==> config.mk <==
export PLATFORM = sky130hd
export DESIGN_NAME = ps2_key_rx
export DESIGN_NICKNAME = d
export VERILOG_FILES = /design/src/rtl/ps2_pkg.sv /design/src/rtl/ps2_frame_rx.sv /design/src/rtl/ps2_key_rx.sv
export SDC_FILE = /design/constraint.sdc
export NUM_CORES = 1
export LEC_CHECK = 0
export ABC_AREA = 1
export BUFFER_PORTS_ARGS = -buffer_cell sky130_fd_sc_hd__buf_2
export CORE_MARGIN = 4
export CORE_UTILIZATION = 64
export CTS_CLUSTER_SIZE = 12
export DETAILED_ROUTE_END_ITERATION = 6
export HOLD_SLACK_MARGIN = 0.08
export PLACE_DENSITY = 0.85
export SYNTH_ARGS = -nofsm -noshare
export SYNTH_HDL_FRONTEND = slang
export SYNTH_SLANG_ARGS = --single-unit
==> constraint.sdc <==
create_clock -name Clk -period 2.7 [get_ports Clk]
set_input_delay 0.81 -clock Clk [delete_from_list [all_inputs] [get_ports Clk]]
set_output_delay 0.81 -clock Clk [all_outputs]
set_load 0.01 [all_outputs]
==> src/rtl/ps2_pkg.sv <==
// Shared scan-code constants and frame FSM encoding for the PS/2 keyboard receiver.
package ps2_pkg;

    localparam logic [7:0] SC_EXT   = 8'hE0;
    localparam logic [7:0] SC_BRK   = 8'hF0;
    localparam logic [7:0] SC_LEFT  = 8'h6B;
    localparam logic [7:0] SC_RIGHT = 8'h74;
    localparam logic [7:0] SC_UP    = 8'h75;
    localparam logic [7:0] SC_DOWN  = 8'h72;
    localparam logic [7:0] SC_SPACE = 8'h29;

    typedef enum logic [1:0] {
        IDLE,
        DATA,
        PARITY,
        STOP
    } frame_state_t;

endpackage

==> src/rtl/ps2_frame_rx.sv <==
// PS/2 device-to-host frame receiver: synchroniser, clock glitch filter,
// 11-bit frame FSM with odd-parity/stop checking and inter-edge timeout.
module ps2_frame_rx
    import ps2_pkg::*;
#(
    parameter int FILT_LEN       = 8,
    parameter int TIMEOUT_CYCLES = 15000
) (
    input  logic       clk,
    input  logic       rst_n,
    input  logic       ps2_clk,
    input  logic       ps2_data,
    output logic [7:0] rx_byte,
    output logic       byte_valid,
    output logic       frame_err
);

    localparam int FW = (FILT_LEN > 1) ? $clog2(FILT_LEN) : 1;
    localparam logic [FW-1:0] FILT_LAST = FW'(FILT_LEN - 1);
    localparam int TW = $clog2(TIMEOUT_CYCLES);
    localparam logic [TW-1:0] TMO_LAST = TW'(TIMEOUT_CYCLES - 1);

    logic          clk_s1, clk_s2, data_s1, data_s2;
    logic          filt_clk;
    logic [FW-1:0] filt_cnt;
    logic          strobe;

    frame_state_t  state, state_next;
    logic [7:0]    shreg;
    logic [2:0]    bit_cnt;
    logic          par;
    logic [TW-1:0] tmo_cnt;
    logic          tmo_hit;

    always_ff @(posedge clk or negedge rst_n) begin
        if (!rst_n) begin
            clk_s1  <= 1'b0;
            clk_s2  <= 1'b0;
            data_s1 <= 1'b0;
            data_s2 <= 1'b0;
        end else begin
            clk_s1  <= ps2_clk;
            clk_s2  <= clk_s1;
            data_s1 <= ps2_data;
            data_s2 <= data_s1;
        end
    end

    // Any sample equal to the current filtered value restarts the run count.
    always_ff @(posedge clk or negedge rst_n) begin
        if (!rst_n) begin
            filt_clk <= 1'b0;
            filt_cnt <= '0;
        end else if (clk_s2 == filt_clk) begin
            filt_cnt <= '0;
        end else if (filt_cnt == FILT_LAST) begin
            filt_clk <= clk_s2;
            filt_cnt <= '0;
        end else begin
            filt_cnt <= filt_cnt + 1'b1;
        end
    end

    assign strobe  = filt_clk && !clk_s2 && (filt_cnt == FILT_LAST);
    assign tmo_hit = (state != IDLE) && (tmo_cnt == TMO_LAST);

    always_ff @(posedge clk or negedge rst_n) begin
        if (!rst_n) state <= IDLE;
        else        state <= state_next;
    end

    always_comb begin
        state_next = state;
        byte_valid = 1'b0;
        frame_err  = 1'b0;
        if (tmo_hit) begin
            state_next = IDLE;
            frame_err  = 1'b1;
        end else if (strobe) begin
            case (state)
                IDLE:   if (!data_s2) state_next = DATA;
                DATA:   if (bit_cnt == 3'd7) state_next = PARITY;
                PARITY: state_next = STOP;
                STOP: begin
                    state_next = IDLE;
                    if (data_s2 && par) byte_valid = 1'b1;
                    else                frame_err  = 1'b1;
                end
                default: state_next = IDLE;
            endcase
        end
    end

    // par accumulates the XOR of data and parity bits; odd parity leaves it at 1.
    always_ff @(posedge clk or negedge rst_n) begin
        if (!rst_n) begin
            shreg   <= '0;
            bit_cnt <= '0;
            par     <= 1'b0;
            tmo_cnt <= '0;
        end else begin
            if (state == IDLE || strobe) tmo_cnt <= '0;
            else                         tmo_cnt <= tmo_cnt + 1'b1;
            if (strobe) begin
                case (state)
                    IDLE: begin
                        bit_cnt <= '0;
                        par     <= 1'b0;
                    end
                    DATA: begin
                        shreg   <= {data_s2, shreg[7:1]};
                        bit_cnt <= bit_cnt + 1'b1;
                        par     <= par ^ data_s2;
                    end
                    PARITY: par <= par ^ data_s2;
                    default: ;
                endcase
            end
        end
    end

    assign rx_byte = shreg;

endmodule

==> src/rtl/ps2_key_rx.sv <==
// PS/2 keyboard receiver top: E0/F0 prefix decode, key events and held
// direction/start levels for the game logic.
module ps2_key_rx
    import ps2_pkg::*;
#(
    parameter int FILT_LEN       = 8,
    parameter int TIMEOUT_CYCLES = 15000
) (
    input  logic       Clk,
    input  logic       Reset_n,
    input  logic       ps2_clk,
    input  logic       ps2_data,
    output logic [7:0] key_code,
    output logic       key_ext,
    output logic       key_break,
    output logic       key_valid,
    output logic       frame_err,
    output logic       key_left,
    output logic       key_right,
    output logic       key_up,
    output logic       key_down,
    output logic       key_center
);

    logic [7:0] rx_byte;
    logic       rx_valid;
    logic       rx_err;
    logic       ext_pend, brk_pend;

    ps2_frame_rx #(
        .FILT_LEN      (FILT_LEN),
        .TIMEOUT_CYCLES(TIMEOUT_CYCLES)
    ) u_frame (
        .clk       (Clk),
        .rst_n     (Reset_n),
        .ps2_clk   (ps2_clk),
        .ps2_data  (ps2_data),
        .rx_byte   (rx_byte),
        .byte_valid(rx_valid),
        .frame_err (rx_err)
    );

    assign frame_err = rx_err;

    always_ff @(posedge Clk or negedge Reset_n) begin
        if (!Reset_n) begin
            key_code   <= '0;
            key_ext    <= 1'b0;
            key_break  <= 1'b0;
            key_valid  <= 1'b0;
            ext_pend   <= 1'b0;
            brk_pend   <= 1'b0;
            key_left   <= 1'b0;
            key_right  <= 1'b0;
            key_up     <= 1'b0;
            key_down   <= 1'b0;
            key_center <= 1'b0;
        end else begin
            key_valid <= 1'b0;
            if (rx_err) begin
                ext_pend <= 1'b0;
                brk_pend <= 1'b0;
            end else if (rx_valid) begin
                if (rx_byte == SC_EXT) begin
                    ext_pend <= 1'b1;
                end else if (rx_byte == SC_BRK) begin
                    brk_pend <= 1'b1;
                end else begin
                    key_valid <= 1'b1;
                    key_code  <= rx_byte;
                    key_ext   <= ext_pend;
                    key_break <= brk_pend;
                    ext_pend  <= 1'b0;
                    brk_pend  <= 1'b0;
                    // A make sets the level, a break clears it; repeats and stray breaks are harmless.
                    if (ext_pend && rx_byte == SC_LEFT)   key_left   <= !brk_pend;
                    if (ext_pend && rx_byte == SC_RIGHT)  key_right  <= !brk_pend;
                    if (ext_pend && rx_byte == SC_UP)     key_up     <= !brk_pend;
                    if (ext_pend && rx_byte == SC_DOWN)   key_down   <= !brk_pend;
                    if (!ext_pend && rx_byte == SC_SPACE) key_center <= !brk_pend;
                end
            end
        end
    end

endmodule

==> flow_metrics.tcl <==
set metrics [dict create \
    powerDensity_nw_per_um2 465 \
    crit_required_ns 1.89 \
    ys_seq_area_frac 0.490 \
    fp-row-count 23 \
    routed-wl-met3_um 262 \
    stdcell_count 404 \
    die-area_um2 5420 \
    cts_hold_buffers 0 \
    antenna_found_initial 0 \
    cp_cell_sequence "ha_1, ha_1, nand2_2, clkinv_2, nand3_1, nand2_1, buf_2" \
    maxUsedRoutingLayer "met4" \
    hold_viol 0 \
    clock_sinks 54 \
    wl_met1_um 2320 \
    gp_congestion 0.889 \
    io_buffers 20 \
    timing.fmax_ghz 0.395 \
    async_reset_ff_frac 1.00 \
    clock_latency_ns 0.30 \
    drive_gt1_frac 0.184 \
    grt_max_degree 28 \
    timing_worst_setup_path_type "flop to output pin" \
    drtIter0Drc 132 \
    fp.dieH_um 73.6 \
    wl_um 4770 \
    postSynthAreaPerCell_um2 8.40 \
    place_inst 396 \
    synthToLayoutAreaGrowth_pct 8.86 \
    diodes 0 \
    core_um2 4090 \
    outcome "finished, final reports clean" \
    layout.nets 370 \
    wl_met2_um 2170 \
    io_pins 21 \
    synth_top_area_frac 0.490 \
    overflow 0 \
    path_max_fanout 8 \
    hold_class "flop to flop" \
    critPathSlowestCell "dfrtp_1" \
    slew-limit-headroom 0.620 \
    cp-start-kind "flop" \
    tritoncts "done" \
    min_period_ns 2.53 \
    power.total_mw 1.40 \
    final_util 0.734 \
    drv_cap 0 \
    numCtsBuffers 5 \
    place_ws_ns 0.524 \
    die_w_um 73.6 \
    clkSlewWorstSetupHoldPaths_ns 0.09 \
    avgViaCountPerCell 5.24 \
    via_count 2117 \
    final_cell_mix "nand2_1 (80), dfrtp_1 (54), nor2_1 (39)" \
    grt_pass1_vias 1945 \
    rsz0062_at_grt "false" \
    postCtsSetupRepairBufs 0 \
    finalClockSkew_ns 0.00639 \
    grt_first_pass_wirelength_um 8400 \
    clock_path_buffers 2 \
    ir_worst_vdd_uv 545 \
    worst_pin_slew_ns 0.570 \
    yosys_warnings 0 \
    postRouteAntennaNets 0 \
    synth_edf_count 0 \
    layout_commonest_cell "nand2_1" \
    grt_usage 0.195 \
    setup_tns_ns 0 \
    cts-root-buf "clkbuf_8" \
    yosysTopAreaCell "dfrtp_1" \
    syn_nets 345 \
    crit_arrival_ns 1.72 \
    p_leak_nw 1.49 \
    netlist_instances 328 \
    cp_common_cell "ha_1" \
    critPathMaxStageDelay_ns 0.39 \
    wl_per_cell_um 11.8 \
    syn_area_um2 2760 \
    layout_setup_ws_ns 0.166 \
    h-tree-depth 2 \
    setup_viol 0 \
    period_share 0.939 \
    ys_top_cells_by_area "dfrtp_1 (49%), nand2_1 (11%), ha_1 (5.9%)" \
    post_cts_resized 0 \
    dpl.hpwl_um 3680 \
    start_util 0.674 \
    drc 0 \
    endpoint_kind "output pin" \
    drv_slew 0 \
    first_pass_iters 5 \
    synth.distinct_cells 25 \
    synth_flop_cell "dfrtp_1" \
    synth-seq-cells 54 \
]
-- registers in the layout, indices dropped and copies added (netlist names), 2 cells and up --
name	count
u_frame.state	2
key_code	8
u_frame.bit_cnt	3
u_frame.tmo_cnt	14
u_frame.filt_cnt	3
u_frame.rx_byte	8
-- cells by family (layout without fill, tap and decap cells) --
group                    Yosys count  in the layout  share of synthesized area
AND/OR/NAND/NOR                  173            173                      0.289
adder cells (fa/ha/maj)           13             13                     0.0590
AO/OA/AOI/OAI                     40             40                     0.0876
flip-flops                        54             54                      0.490
XOR/XNOR                           1              1                    0.00318
buffers and inverters             47             73                     0.0708
-- worst max-delay path: cells and delay by family (launching register included) --
kind | cells | cell delay, ns
adders and majority gates | 2 | 0.42
DFF | 1 | 0.39
and+or+nand+nor | 3 | 0.34
buffers and inverters | 2 | 0.27
-- report_power, final --
group          internal [mW]  switching, mW
sequential             0.836         0.0131
combinational         0.0311         0.0528
clock                  0.207          0.257
total                   1.07          0.323
-- through the flow --
| step | hold WS (ns) | area, um2 |
|---|---|---|
| detailed placement | 0.340 | 2900 |
| global route | 0.368 | 3000 |
| global placement | 0.333 | 2900 |
| floorplan | 0.331 | 2760 |
| CTS | 0.363 | 3000 |
| finish | 0.359 | 3000 |
-- final cells by class --
type                    instances  area [um2]
repair buffers                 23         123
flip-flops and latches         54        1350
clock inverters                 2        12.5
fillers                       315        1090
multi-input cells             227        1210
well taps                      50        62.6
clock buffers                   6        82.6
inverters                      42         159
-- path summary, 6_finish.rpt --
check	from	to	slack, ns	cells after the start
min in group asynchronous	Reset_n	u_frame.tmo_cnt[13]$_DFF_PN0_	0.49	1
setup / recovery	u_frame.filt_cnt[0]$_DFF_PN0_	frame_err	0.17	7
hold reg to reg	u_frame.data_s1$_DFF_PN0_	u_frame.data_s2$_DFF_PN0_	0.36	0
hold / removal	u_frame.data_s1$_DFF_PN0_	u_frame.data_s2$_DFF_PN0_	0.36	0
setup reg to reg	u_frame.filt_cnt[0]$_DFF_PN0_	key_code[6]$_DFFE_PN0P_	0.78	11
max in group asynchronous	Reset_n	key_code[4]$_DFFE_PN0P_	1.60	2
-- cells in the mapped netlist (all sizes together) (4+ instances only) --
master / n
inv: 41
ha: 13
o21ai: 27
nand3: 11
nor3: 11
buf: 4
a21oi: 11
nor2: 43
nand4: 14
nand2: 92
dfrtp: 54
-- metal layers --
| layer | track usage | up-vias |
|---|---|---|
| li1 | - | 1096 |
| met1 | 0.276 | 964 |
| met5 | 0 | - |
| met3 | 0.0492 | 2 |
| met2 | 0.309 | 55 |
| met4 | 0.0362 | 0 |
(Power assumes the default switching activity.)
